===== src/rtl/serial_add_pkg.sv =====
// Shared definitions for the bit-serial adder: FSM encoding and default operand width.
package serial_add_pkg;

  localparam int unsigned DEFAULT_WIDTH = 8;

  localparam logic [1:0] ST_IDLE = 2'd0;
  localparam logic [1:0] ST_RUN  = 2'd1;
  localparam logic [1:0] ST_DONE = 2'd2;

  typedef enum logic [1:0] {
    IDLE = ST_IDLE,
    RUN  = ST_RUN,
    DONE = ST_DONE
  } state_t;

endpackage


===== src/rtl/fa_cell.sv =====
// One-bit full adder, purely combinational; the only arithmetic in the serial adder.
module fa_cell (
  input  logic x,
  input  logic y,
  input  logic ci,
  output logic s,
  output logic co
);

  assign s  = x ^ y ^ ci;
  assign co = (x & y) | (ci & (x ^ y));

endmodule


===== src/rtl/serial_add_ctrl.sv =====
// Bit-serial adder sequencer: LSB-first through one fa_cell, carry held in a flip-flop.
// Optional subtraction via `define SERIAL_SUB_EN (adds port sub).
module serial_add_ctrl
  import serial_add_pkg::*;
#(
  parameter int unsigned WIDTH = DEFAULT_WIDTH
) (
  input  logic             clk,
  input  logic             rst,
  input  logic             start,
  input  logic [WIDTH-1:0] a,
  input  logic [WIDTH-1:0] b,
  input  logic             cin,
`ifdef SERIAL_SUB_EN
  input  logic             sub,
`endif
  output logic             busy,
  output logic             done,
  output logic [WIDTH-1:0] sum,
  output logic             cout
);

  localparam int unsigned CNT_W = $clog2(WIDTH + 1);
  localparam logic [CNT_W-1:0] LAST = CNT_W'(WIDTH - 1);

  state_t           r_state;
  logic [CNT_W-1:0] r_cnt;
  logic [WIDTH-1:0] r_a_sh;
  logic [WIDTH-1:0] r_b_sh;
  logic [WIDTH-2:0] r_sum_sh;
  logic             r_c_ff;
  logic [WIDTH-1:0] r_sum;
  logic             r_cout;

  logic             w_y;
  logic             w_s;
  logic             w_co;
  logic             w_load_c;
  logic [WIDTH-1:0] w_sum_next;

`ifdef SERIAL_SUB_EN
  logic r_sub;
  // Subtraction is a + ~b + 1: invert b at the cell input, force carry-in to 1.
  assign w_y      = r_b_sh[0] ^ r_sub;
  assign w_load_c = sub ? 1'b1 : cin;
`else
  assign w_y      = r_b_sh[0];
  assign w_load_c = cin;
`endif

  fa_cell u_fa (
    .x  (r_a_sh[0]),
    .y  (w_y),
    .ci (r_c_ff),
    .s  (w_s),
    .co (w_co)
  );

  // Keeping only WIDTH-1 stored sum bits; the newest bit comes straight from the cell.
  assign w_sum_next = {w_s, r_sum_sh};

  always_ff @(posedge clk) begin
    if (rst) begin
      r_state  <= IDLE;
      r_cnt    <= '0;
      r_a_sh   <= '0;
      r_b_sh   <= '0;
      r_sum_sh <= '0;
      r_c_ff   <= 1'b0;
      r_sum    <= '0;
      r_cout   <= 1'b0;
`ifdef SERIAL_SUB_EN
      r_sub    <= 1'b0;
`endif
    end else begin
      case (r_state)
        IDLE, DONE: begin
          if (start) begin
            r_a_sh   <= a;
            r_b_sh   <= b;
            r_c_ff   <= w_load_c;
            r_cnt    <= '0;
            r_sum_sh <= '0;
`ifdef SERIAL_SUB_EN
            r_sub    <= sub;
`endif
            r_state  <= RUN;
          end else begin
            r_state  <= IDLE;
          end
        end
        RUN: begin
          r_a_sh   <= r_a_sh >> 1;
          r_b_sh   <= r_b_sh >> 1;
          r_sum_sh <= w_sum_next[WIDTH-1:1];
          r_c_ff   <= w_co;
          r_cnt    <= r_cnt + CNT_W'(1);
          if (r_cnt == LAST) begin
            r_sum   <= w_sum_next;
            r_cout  <= w_co;
            r_state <= DONE;
          end
        end
        default: r_state <= IDLE;
      endcase
    end
  end

  assign busy = (r_state == RUN);
  assign done = (r_state == DONE);
  assign sum  = r_sum;
  assign cout = r_cout;

endmodule


===== config.mk =====
export PLATFORM = sky130hd
export DESIGN_NAME = serial_add_ctrl
export DESIGN_NICKNAME = d
export VERILOG_FILES = /design/src/rtl/serial_add_pkg.sv /design/src/rtl/fa_cell.sv /design/src/rtl/serial_add_ctrl.sv
export SDC_FILE = /design/constraint.sdc
export NUM_CORES = 1
export LEC_CHECK = 0
export CAP_MARGIN = 5
export CORE_ASPECT_RATIO = 0.5
export CORE_MARGIN = 2
export CORE_UTILIZATION = 52
export DETAILED_ROUTE_END_ITERATION = 10
export PLACE_DENSITY = 0.86
export SKIP_LAST_GASP = 1
export SLEW_MARGIN = 40
export SYNTH_ARGS = -nofsm -noshare
export SYNTH_HDL_FRONTEND = slang
export SYNTH_SLANG_ARGS = --single-unit

===== constraint.sdc =====
create_clock -name clk -period 1.5 [get_ports clk]
set_input_delay 0.225 -clock clk [delete_from_list [all_inputs] [get_ports clk]]
set_output_delay 0.225 -clock clk [all_outputs]
set_load 0.02 [all_outputs]

==> impl_metrics.csv <==
group,metric,value,unit
run_status,status,"finished, final reports clean",
yosys,yosys.area.top_type_share,0.4306,
grt,grt_max_degree,27,
yosys,yosysMostFrequentCell,"dfxtp_1",
sta,hold_slack,472.3,ps
critical_path,critPathKind,"reg2out",
critical_path,max_stage_delay,610,ps
yosys,synth.largest_area_cell,"dfxtp_1",
floorplan,io_pins,31,
sta,fmax,0.6870,GHz
critical_path,critPathLaunch,"sum[7]",
placed_design,routabilityCongestion,0.7399,
cells_and_area,seq_area,780.7,um2
sta,setup_ws,44.30,ps
sta,skew,4.766,ps
yosys,ys_ff_latch,39,
critical_path,path_buf_inv,1,
pwr,p_per_area,938.0,mW/mm2
placed_design,portBuffers,30,
clocking,htreeDepth,2,
hold_path,hold_start,"sum[4]",
cells_and_area,layout.nets,233,
grt,track_usage,0.1870,
routing,drt_iter0_markers,82,
clocking,cts.sinks,39,
yosys,synth-edff-count,0,
yosys,synthesis.area,0.001813,mm2
sta,fin_crit_sh,0.9705,
grt,first_global_vias,1234,
clocking,postCtsHoldBufs,0,
flow_run,drv_cap,0,
routing,drc,0,
yosys,synthTopCellsByCount,"dfxtp_1 (39), nand2b_1 (20), a21oi_1 (17)",
yosys,async_flop_share,0,
routing,antenna_left,0,
critical_path,cp_slowest_cell,"clkdlybuf4s50_1",
sta,timing_hold_violations_final,0,
yosys,ys_warn_count,0,
clocking,root_buffer,"clkbuf_8",
pwr,irDropWorstVdd,0.4076,mV
routing,wirelength,3546,um
floorplan,initial_core_util,0.5367,
routing,vias_per_cell,5.535,
yosys,syn_nets,200,
critical_path,path_cells,"clkdlybuf4s50_1",
floorplan,num_rows,15,
clocking,clk_path_buf_depth,2,
routing,wl_per_cell,13.96,um
routing,drt-pass1-iter-count,4,
sta,tightestPinTransition,385.9,ps
pwr,power.static_leakage,0.7772,nW
grt,grt_pass1_wl,5582,um
clocking,clk_latency,290,ps
yosys,yosysSeqAreaShare,0.4306,
sta,rsz0062_at_grt,"false",
yosys,synth_cells,178,
critical_path,startpoint_type,"flip-flop",
yosys,avgSynthCellArea,10.19,um2
critical_path,crit_family,"buffers and inverters",
cells_and_area,nFillCells,277,
cells_and_area,multi_input_area,900.9,um2
floorplan,fp.dieH,45.75,um
sta,drv_slew,0,
clocking,numCtsBuffers,5,
cells_and_area,syn_to_final_growth,22.57,%
critical_path,crit_arrival,1230,ps
grt,antenna_found_initial,0,
critical_path,reg2reg_from,"r_state[1]",
floorplan,core_area,0.003378,mm2
cells_and_area,n_antenna_cell,0,
critical_path,path_max_fanout,2,
sta,fin_tns_setup,0,ps
clocking,cts_tree,"done",
sta,min_period,1456,ps
cells_and_area,drive_gt1_frac,0.2123,
critical_path,end_kind,"primary output",
clocking,clk_pin_slew,70,ps
routing,vias,1406,
yosys,ys_types,29,
placed_design,pre_cts_ws,-53.40,ps
sta,slew_headroom,0.7422,
hold_path,hp-class,"reg2reg",
placed_design,place_hpwl,2232,um
yosys,ys.flop_type,"dfxtp_1",
grt,grt_overflow,0,
floorplan,die-area,0.004003,mm2
yosys,ys_top_cells_by_area,"dfxtp_1 (43%), nand2b_1 (6.9%), nand3_2 (6.6%), a22oi_1 (6.2%), a21oi_2 (5.3%)",
sta,setup_viol,0,
critical_path,crit_required,1270,ps
floorplan,die_w,87.51,um
==> per-layer routing <==
metal / routed length [um] / GRT usage / vias to the layer above
met3: 134 / 0.06341 / 9
met2: 1671 / 0.2985 / 30
li1: - / - / 696
met4: 81 / 0.09538 / 0
met1: 1658 / 0.2304 / 671
met5: 0 / 0 / -
==> final cells by class <==
class,count,area share
multi-input combinational,124,0.4054
clock inverter,1,0.002252
inverter,1,0.002815
sequential,39,0.3514
clock buffer,7,0.03435
timing repair buffer,40,0.1802
tap,42,0.02365
==> power by group <==
part	switching [mW]	internal, mW	total [mW]	leakage [nW]
clock network	0.358	0.326	0.685	0.0422
registers	0.0288	1.07	1.10	0.317
logic	0.157	0.139	0.297	0.418
==> final timing paths <==
| path | to | slack, ps | depth (start not counted) |
|---|---|---|---|
| setup / recovery | sum[7] | 40 | 1 |
| hold / removal | sum[4] | 470 | 2 |
| setup reg to reg | r_cnt[2] | 90 | 4 |
| hold reg to reg | sum[4] | 470 | 2 |
==> cell usage in the layout (no fill, tap or decap), types with 2 or more instances in the layout <==
cell type	count
mux2i_1	9
a21oi_1	17
nand3_1	14
a22oi_1	15
nand3_2	12
dfxtp_1	39
clkbuf_8	5
clkbuf_1	2
dlygate4sd2_1	2
clkdlybuf4s50_1	27
a21oi_2	11
buf_4	8
buf_12	2
nand2b_1	20
nand2_1	10
nor2_1	2
==> timing repair <==
action	in CTS	in global routing
endpoints found under the setup margin	2	2
buffers inserted	0	1
hold endpoints to repair	0	0
gates cloned	0	1
pin swaps	0	1
resized for setup	2	1
==> metrics by stage <==
stage / util / area [um2] / instances / power (mW)
finish: 0.6578 / 2222 / 254 / 2.084
floorplan: - / 1813 / 178 / 1.339
global placement: 0.6281 / 2122 / 244 / 1.411
CTS: 0.6515 / 2201 / 252 / 2.092
detailed placement: 0.6281 / 2122 / 244 / 1.418
global route: 0.6578 / 2222 / 254 / 2.179
==> registers in the layout, indices dropped and copies added, names as in the netlist <==
name / cells
r_b_sh: 8
r_state: 2
sum: 8
r_a_sh: 8
r_c_ff: 1
r_cnt: 4
r_sum_sh: 7
cout: 1
==> kinds of logic after synthesis <==
kind of cell	Yosys count	synth area share
buf+inv	16	0.07868
compound gates	44	0.1691
simple gates	66	0.2395
fa+ha+maj	2	0.01794
mux	11	0.06418
flops	39	0.4306
Note: power is estimated with default switching activity, not from simulation.
